===== src/rtl/thermostat_ctrl.sv =====
// Single-zone thermostat: heat/cool/auto with deadband, hysteresis and min-on/min-off dwell.
// Optional fan purge after each run is enabled by defining THERMO_FAN_PURGE_EN.
module thermostat_ctrl #(
  parameter int TEMP_W  = 8,
  parameter int BAND    = 2,
  parameter int HYST    = 1,
  parameter int MIN_ON  = 4,
  parameter int MIN_OFF = 4,
  parameter int PURGE   = 3
) (
  input  logic              clk,
  input  logic              reset_n,
  input  logic [TEMP_W-1:0] user_temp_setting,
  input  logic [TEMP_W-1:0] indoor_temp,
  input  logic [1:0]        mode,
  output logic              heating,
  output logic              cooling,
  output logic              fan,
  output logic [1:0]        state
);

  typedef enum logic [1:0] {
    S_IDLE = 2'b00,
    S_HEAT = 2'b01,
    S_COOL = 2'b10,
    S_REST = 2'b11
  } st_e;

  localparam int CNT_MAX = (MIN_ON > MIN_OFF) ? ((MIN_ON > PURGE) ? MIN_ON : PURGE)
                                              : ((MIN_OFF > PURGE) ? MIN_OFF : PURGE);
  localparam int CNT_W   = $clog2(CNT_MAX + 1);
  localparam int EXT_W   = TEMP_W + 1;

  st_e              state_q, state_next;
  logic [CNT_W-1:0] cnt, cnt_next;
  logic             fan_next;

  // One extra bit so set+BAND and temp+BAND never wrap.
  logic [EXT_W-1:0] t_ext, s_ext;
  logic             heat_dem, cool_dem, heat_done, cool_done, heat_ok, cool_ok;

  assign t_ext     = {1'b0, indoor_temp};
  assign s_ext     = {1'b0, user_temp_setting};
  assign heat_dem  = (t_ext + EXT_W'(BAND)) < s_ext;
  assign cool_dem  = t_ext > (s_ext + EXT_W'(BAND));
  assign heat_done = t_ext >= (s_ext + EXT_W'(HYST));
  assign cool_done = (t_ext + EXT_W'(HYST)) <= s_ext;
  assign heat_ok   = mode[0];
  assign cool_ok   = mode[1];
  assign state     = state_q;

  always_comb begin
    state_next = state_q;
    case (state_q)
      S_IDLE: begin
        if (heat_ok && heat_dem)      state_next = S_HEAT;
        else if (cool_ok && cool_dem) state_next = S_COOL;
      end
      S_HEAT: if (cnt >= CNT_W'(MIN_ON - 1) && (heat_done || !heat_ok)) state_next = S_REST;
      S_COOL: if (cnt >= CNT_W'(MIN_ON - 1) && (cool_done || !cool_ok)) state_next = S_REST;
      default: if (cnt == CNT_W'(MIN_OFF - 1)) state_next = S_IDLE;
    endcase
  end

  // Dwell counter restarts on every state change and saturates.
  always_comb begin
    cnt_next = '0;
    if (state_next == state_q) cnt_next = (&cnt) ? cnt : cnt + 1'b1;
  end

`ifdef THERMO_FAN_PURGE_EN
  // from_run remembers that the current REST followed a run, not a reset.
  logic from_run, from_run_next, purge_next;

  always_comb begin
    from_run_next = from_run;
    purge_next    = 1'b0;
    if (state_next == S_REST) begin
      if (state_q != S_REST) begin
        from_run_next = 1'b1;
        purge_next    = 1'b1;
      end else begin
        purge_next = from_run && (cnt_next < CNT_W'(PURGE));
      end
    end
    fan_next = (state_next == S_HEAT) || (state_next == S_COOL) || purge_next;
  end

  always_ff @(posedge clk or negedge reset_n) begin
    if (!reset_n) from_run <= 1'b0;
    else          from_run <= from_run_next;
  end
`else
  always_comb begin
    fan_next = (state_next == S_HEAT) || (state_next == S_COOL);
  end
`endif

  always_ff @(posedge clk or negedge reset_n) begin
    if (!reset_n) begin
      state_q <= S_REST;
      cnt     <= '0;
      heating <= 1'b0;
      cooling <= 1'b0;
      fan     <= 1'b0;
    end else begin
      state_q <= state_next;
      cnt     <= cnt_next;
      heating <= (state_next == S_HEAT);
      cooling <= (state_next == S_COOL);
      fan     <= fan_next;
    end
  end

endmodule

===== config.mk =====
export PLATFORM = sky130hd
export DESIGN_NAME = thermostat_ctrl
export DESIGN_NICKNAME = d
export VERILOG_FILES = /design/src/rtl/thermostat_ctrl.sv
export SDC_FILE = /design/constraint.sdc
export NUM_CORES = 1
export LEC_CHECK = 0
export ABC_AREA = 1
export CAP_MARGIN = 20
export CORE_AREA = 5 5 74 76
export CTS_CLUSTER_DIAMETER = 30
export DETAILED_ROUTE_END_ITERATION = 8
export DIE_AREA = 0 0 79 81
export PLACE_DENSITY = 0.69
export SLEW_MARGIN = 30
export SYNTH_ARGS = -nofsm -noshare
export SYNTH_HDL_FRONTEND = slang
export SYNTH_SLANG_ARGS = --single-unit

===== constraint.sdc =====
create_clock -name clk -period 1.5 [get_ports clk]
set_input_delay 0.225 -clock clk [delete_from_list [all_inputs] [get_ports clk]]
set_output_delay 0.225 -clock clk [all_outputs]
set_load 0.03 [all_outputs]

=== Yosys cells after proc, flatten, opt, wreduce, memory -nomap -nowiden ===
Cells that the tools add are included.

* $add $sub $neg: 5
* Magnitude comparators: 5
* Equality and inequality tests: 7
* Multiplexer cells: 8
* Reductions and logical operators: 11

{| class="wikitable"
|+ Operators by type and width
! cell !! count
|-
| 8-bit by 1-bit adder with 9-bit output (second input constant) || 2
|-
| 8-bit by 2-bit adder with 9-bit output (second input constant) || 2
|-
| 2-bit two-way mux || 5
|-
| 8-bit by 9-bit >= comparator with 1-bit output || 1
|-
| 8-bit by 9-bit > comparator with 1-bit output || 1
|-
| 9-bit by 8-bit <= comparator with 1-bit output || 1
|-
| 9-bit by 8-bit less-than comparator with 1-bit output || 1
|-
| 3-bit two-way mux || 2
|-
| 2-bit case mux with 3 select lines || 1
|-
| 2-bit by 1-bit == test with 1-bit output (second input constant) || 2
|-
| 2-bit == test (second input constant) || 2
|-
| 1-bit logical AND || 4
|-
| 3-bit by 1-bit adder with 3-bit output (second input constant) || 1
|-
| 3-bit by 2-bit == test with 1-bit output (second input constant) || 1
|-
| 3-bit by 2-bit >= comparator with 1-bit output (second input constant) || 1
|-
| 1-bit logical OR || 3
|-
| 3-bit AND reduction || 1
|-
| 2-bit == test || 1
|-
| 1-bit logical NOT || 2
|-
| 2-bit logical NOT || 1
|-
| 2-bit inequality test (second input constant) || 1
|}

* Register bits after elaboration: 8
* Bits of input ports: 20
* Output and inout port bits: 5
* Word-level logic and storage cells: 41

=== Depth between registers and ports, before layout ===
* Depth after elaboration: 8
* Depth in mapped cells: 19
* Depth with buffers taken out: 19

=== Worst setup path after synthesis ===
Ideal clock, no wire load.

* Kind: input to register
* From: in user_temp_setting[0]
* To: reg fan
* Library setup time: 0.113 ns
* Arrival: 2.128 ns
* Data required time: 1.387 ns
* Setup slack: -0.741 ns
* Cell stages on the path: 17
* Path buffers: 0
* Cells stage by stage: ha_1 -> nand2_1 -> nor2_4 -> nand3_1 -> xor2_1 -> ha_1 -> a21oi_1 -> nand3b_2 -> nand2_1 -> nor2_1 -> nand4_1 -> nand2_1 -> nand3_2 -> nand2_1 -> inv_1 -> ha_1 -> inv_1

* Word-level cells in the longest chain between the ends: 8
* Elaborated cells between the ends (all ways): 20
* Those cells by class: add/sub (2); order compare (4); eq/ne (2); mux (5); reduce/logical (7)

{| class="wikitable"
|+ RTL lines
! element !! RTL line !! RTL
|-
| start, declared || 13 || <nowiki>input logic [TEMP_W-1:0] user_temp_setting,</nowiki>
|-
| 8-bit by 2-bit adder with 9-bit output / 8-bit by 1-bit adder with 9-bit output (equally long branches) || 45, 46 ||
|-
| 8-bit by 9-bit > comparator with 1-bit output / 8-bit by 9-bit >= comparator with 1-bit output (equally long branches) || 45, 46 ||
|-
| 1-bit logical AND / 1-bit logical OR (equally long branches) || 57, 59 ||
|-
| 2-bit two-way mux / 1-bit logical AND (equally long branches) || 57, 59 ||
|-
| 2-bit two-way mux, on equally long branches || 56, 59 ||
|-
| 2-bit case mux with 3 select lines (*) || 54 || <nowiki>case (state_q)</nowiki>
|-
| named net state_next[1] || 34 || <nowiki>st_e state_q, state_next;</nowiki>
|-
| 2-bit by 1-bit == test with 1-bit output / 2-bit == test (equally long branches) || 95 || <nowiki>fan_next = (state_next == S_HEAT) || (state_next == S_COOL);</nowiki>
|-
| 1-bit logical OR (*) || 95 ||
|-
| named net fan_next || 36 || <nowiki>logic fan_next;</nowiki>
|-
| end signal, assigned || 111 || <nowiki>fan <= fan_next;</nowiki>
|-
| end, declared || 18 || <nowiki>output logic fan,</nowiki>
|}

The timed path passes the listed nets; every way through them passes the cells marked *.
A chain may end at the register's enable or synchronous reset.

=== Final worst setup path ===
* From: in user_temp_setting[1]
* To: reg fan

The elaborated chain is that of the path after synthesis.

==> reports/results.tsv <==
stage	metric	value	unit
global_routing	total gr overflow	0	
clock_network	clock buffer depth	2	
run_status	failing checks	setup timing	
clock_network	CTS tree	done	
synth	Avg Inst Size Synth	6.64	µm²
timing	crit share post-route	1.44	
cells_and_area	fin area	2740	µm²
synth	Distinct cells, synth	24	
timing	worst slew pin tran	355	ps
cells_and_area	layout cells sized above 1	0.381	
cells_and_area	multi-input logic area	1590	µm²
timing	Setup-failing EPs final	8	
clock_network	clock root buffer	clkbuf_8	
setup_path	Startpoint Class	input port	
routing	DR pass1 iterations	4	
cells_and_area	post-route insts no fill	395	
placed_design	port buffer count	24	
floorplanning	Rows	25	
timing	final hold viol count	0	
timing	Pins Over Slew Limit	0	
synth	synth warn	0	
cells_and_area	most frequent cells in the layout	54 x nand2_1, 54 x buf_4, 34 x inv_1, 31 x ha_1, 20 x nor2_1	
placed_design	Post-Place Cell Area	2450	µm²
global_routing	first-pass GRT wire length	8350	µm
timing	RSZ-0062 raised after global routing	yes	
placed_design	Placer Congestion	0.814	
floorplanning	CORE AREA	4660	µm²
cells_and_area	ANT cells	0	
clock_network	H-tree depth	1	
global_routing	largest net degree at the start of global routing	9	
timing	Slew HR	0.763	
floorplanning	die height	81	µm
setup_path	critical path class	input port to flop	
timing	clk_skew	8.02	ps
routing	DRC viols	0	
cells_and_area	nets@finish	402	
pwr	Final Power	2140	µW
global_routing	initial antenna violation count	0	
floorplanning	IO Pins	25	
global_routing	Tot GR Track Use	0.159	
synth	Post-Synthesis Cells	256	
synth	net count after synthesis	316	
timing	final setup margin	-665	ps
routing	Routed WL	4890	µm
clock_network	CTS Buf Count	3	
setup_path	crit path max fanout	4	
cells_and_area	Area Growth Syn to Fin	61.3	%
clock_network	CTS clk-pin slew, worst paths	40	ps
synth	Syn Std Cell Area	1700	µm²
clock_network	clock latency on the worst-skew pair	230	ps
routing	vias per cell	4.82	
global_routing	vias in the first global route	1945	
clock_network	# clock sinks	8	
floorplanning	die footprint	6400	µm²
setup_path	worst reg2reg setup slack	-260	ps
setup_path	Worst EP required	1620	ps
floorplanning	starting density of the core	0.365	
pwr	power density cells	782	nW/µm²
synth	Yosys reg bits	8	
timing	min cycle time layout	2170	ps
min_path	hold crit path type	input port to asynchronous set/reset pin	
flow_run	Max Cap Viol	0	
timing	fmax	462	MHz
floorplanning	Die W	79	µm
placed_design	placed cell count	381	
setup_path	crit path DAT	2280	ps
routing	antenna viol nets, final	0	
run_status	outcome	complete, but fails checks	
cells_and_area	fillers	416	
pwr	worst vdd ir	0.491	mV
cells_and_area	Register Area	203	µm²
setup_path	CP Capture Type	flop	
routing	First DRT Iteration DRCs	52	
routing	via count	1902	
pwr	Static Leak	0.00148	µW
routing	post-DR wirelength/cell	12.4	µm
placed_design	DP HPWL	3750	µm
synth	post-synthesis sequential area ratio	0.119	
[final timing paths]
path	cells past startpoint	endpoint	startpoint
worst max register to register	12	cnt[2]	cnt[0]
worst min-delay path	1	cnt[1]	reset_n
max in group asynchronous	1	state[0]	reset_n
min in group clk	3	cnt[1]	cnt[1]
worst min register to register	3	cnt[1]	cnt[1]
worst max-delay path	19	fan	user_temp_setting[1]
[stage by stage]
stage | setup TNS (ps) | util | setup slack [ps] | hold WS, ps
floorplan | -3500 | - | -676 | -70.6
finish | -4370 | 0.588 | -665 | 272
CTS | -4430 | 0.562 | -617 | 273
global route | -5660 | 0.588 | -801 | 302
detailed placement | -10330 | 0.526 | -1440 | 516
global placement | -9930 | 0.526 | -1380 | 520
[cells by family (layout without fill, tap and decap cells)]
group           after synthesis  in the layout  synth area share
simple gates                128            128             0.334
xor+xnor                     18             18            0.0927
buf+inv                      42            127            0.0927
compound gates               19             19            0.0611
mux                           1              1           0.00589
fa+ha+maj                    40             40             0.294
flops                         8              8             0.119
[layout make-up]
type	count	share of cell area
inverters	42	0.0575
flip-flops and latches	8	0.0739
repair buffers	81	0.247
well taps	54	0.0246
multi-input cells	206	0.580
clock buffers	4	0.0164
[synth_stat cells]
cell	number	share of area
xor2_1	15	0.077
nand3_2	1	0.0059
nand3b_2	1	0.0066
ha_1	40	0.29
xnor2_1	3	0.015
nand4_1	3	0.011
inv_1	41	0.091
nor2_1	29	0.064
nand2_4	1	0.0066
nand3_1	14	0.041
nand2_2	4	0.015
dfrtp_1	6	0.088
dfstp_2	2	0.031
nor2_2	1	0.0037
inv_2	1	0.0022
o21ai_0	2	0.0059
a31oi_1	1	0.0037
nor2_4	2	0.013
mux2i_1	1	0.0059
a21oi_1	13	0.038
nand3b_1	2	0.0088
a21o_1	3	0.013
nand2_1	65	0.14
nor3_1	5	0.015
[repair_timing]
action | 4_1_cts | 5_1_grt
buffers inserted | 10 | 0
hold buffers | 0 | 0
pin swaps | 29 | 20
hold endpoints to repair | 0 | 0
resized for setup | 66 | 42
setup endpoints to repair | 10 | 9
[flip-flops by register name, indices dropped and copies added, names as in the netlist]
signal   flops
cnt          3
state        2
cooling      1
fan          1
heating      1
[power breakdown]
group          switching (µW)  internal (µW)  total, µW
clock                    81.8            184        266
sequential               52.4            325        378
combinational             789            711       1500
total                     923           1220       2140
[critical path, stage by stage]
cell      delay, ps
buf_8            90
buf_6            90
ha_4            140
nand3_2          80
nor2_2          150
buf_4           120
xor2_1          150
ha_1            260
nand2_1          80
nand3b_1        120
nor2_1           50
nor2_1           80
nand4_1          80
nand2_1          80
nand3_2          80
nand2_2          90
inv_2            60
ha_4            250
inv_2            20
[metal layers]
layer  vias up  GRT usage  wire length (µm)  share of wire
li1        992          -                 -              -
met1       872      0.214              2400           0.49
met2        32      0.282              2320           0.47
met3         6     0.0211               118          0.024
met4         0     0.0137                51          0.010
met5         -          0                 0              0
Power figures use the tool's default switching activity.
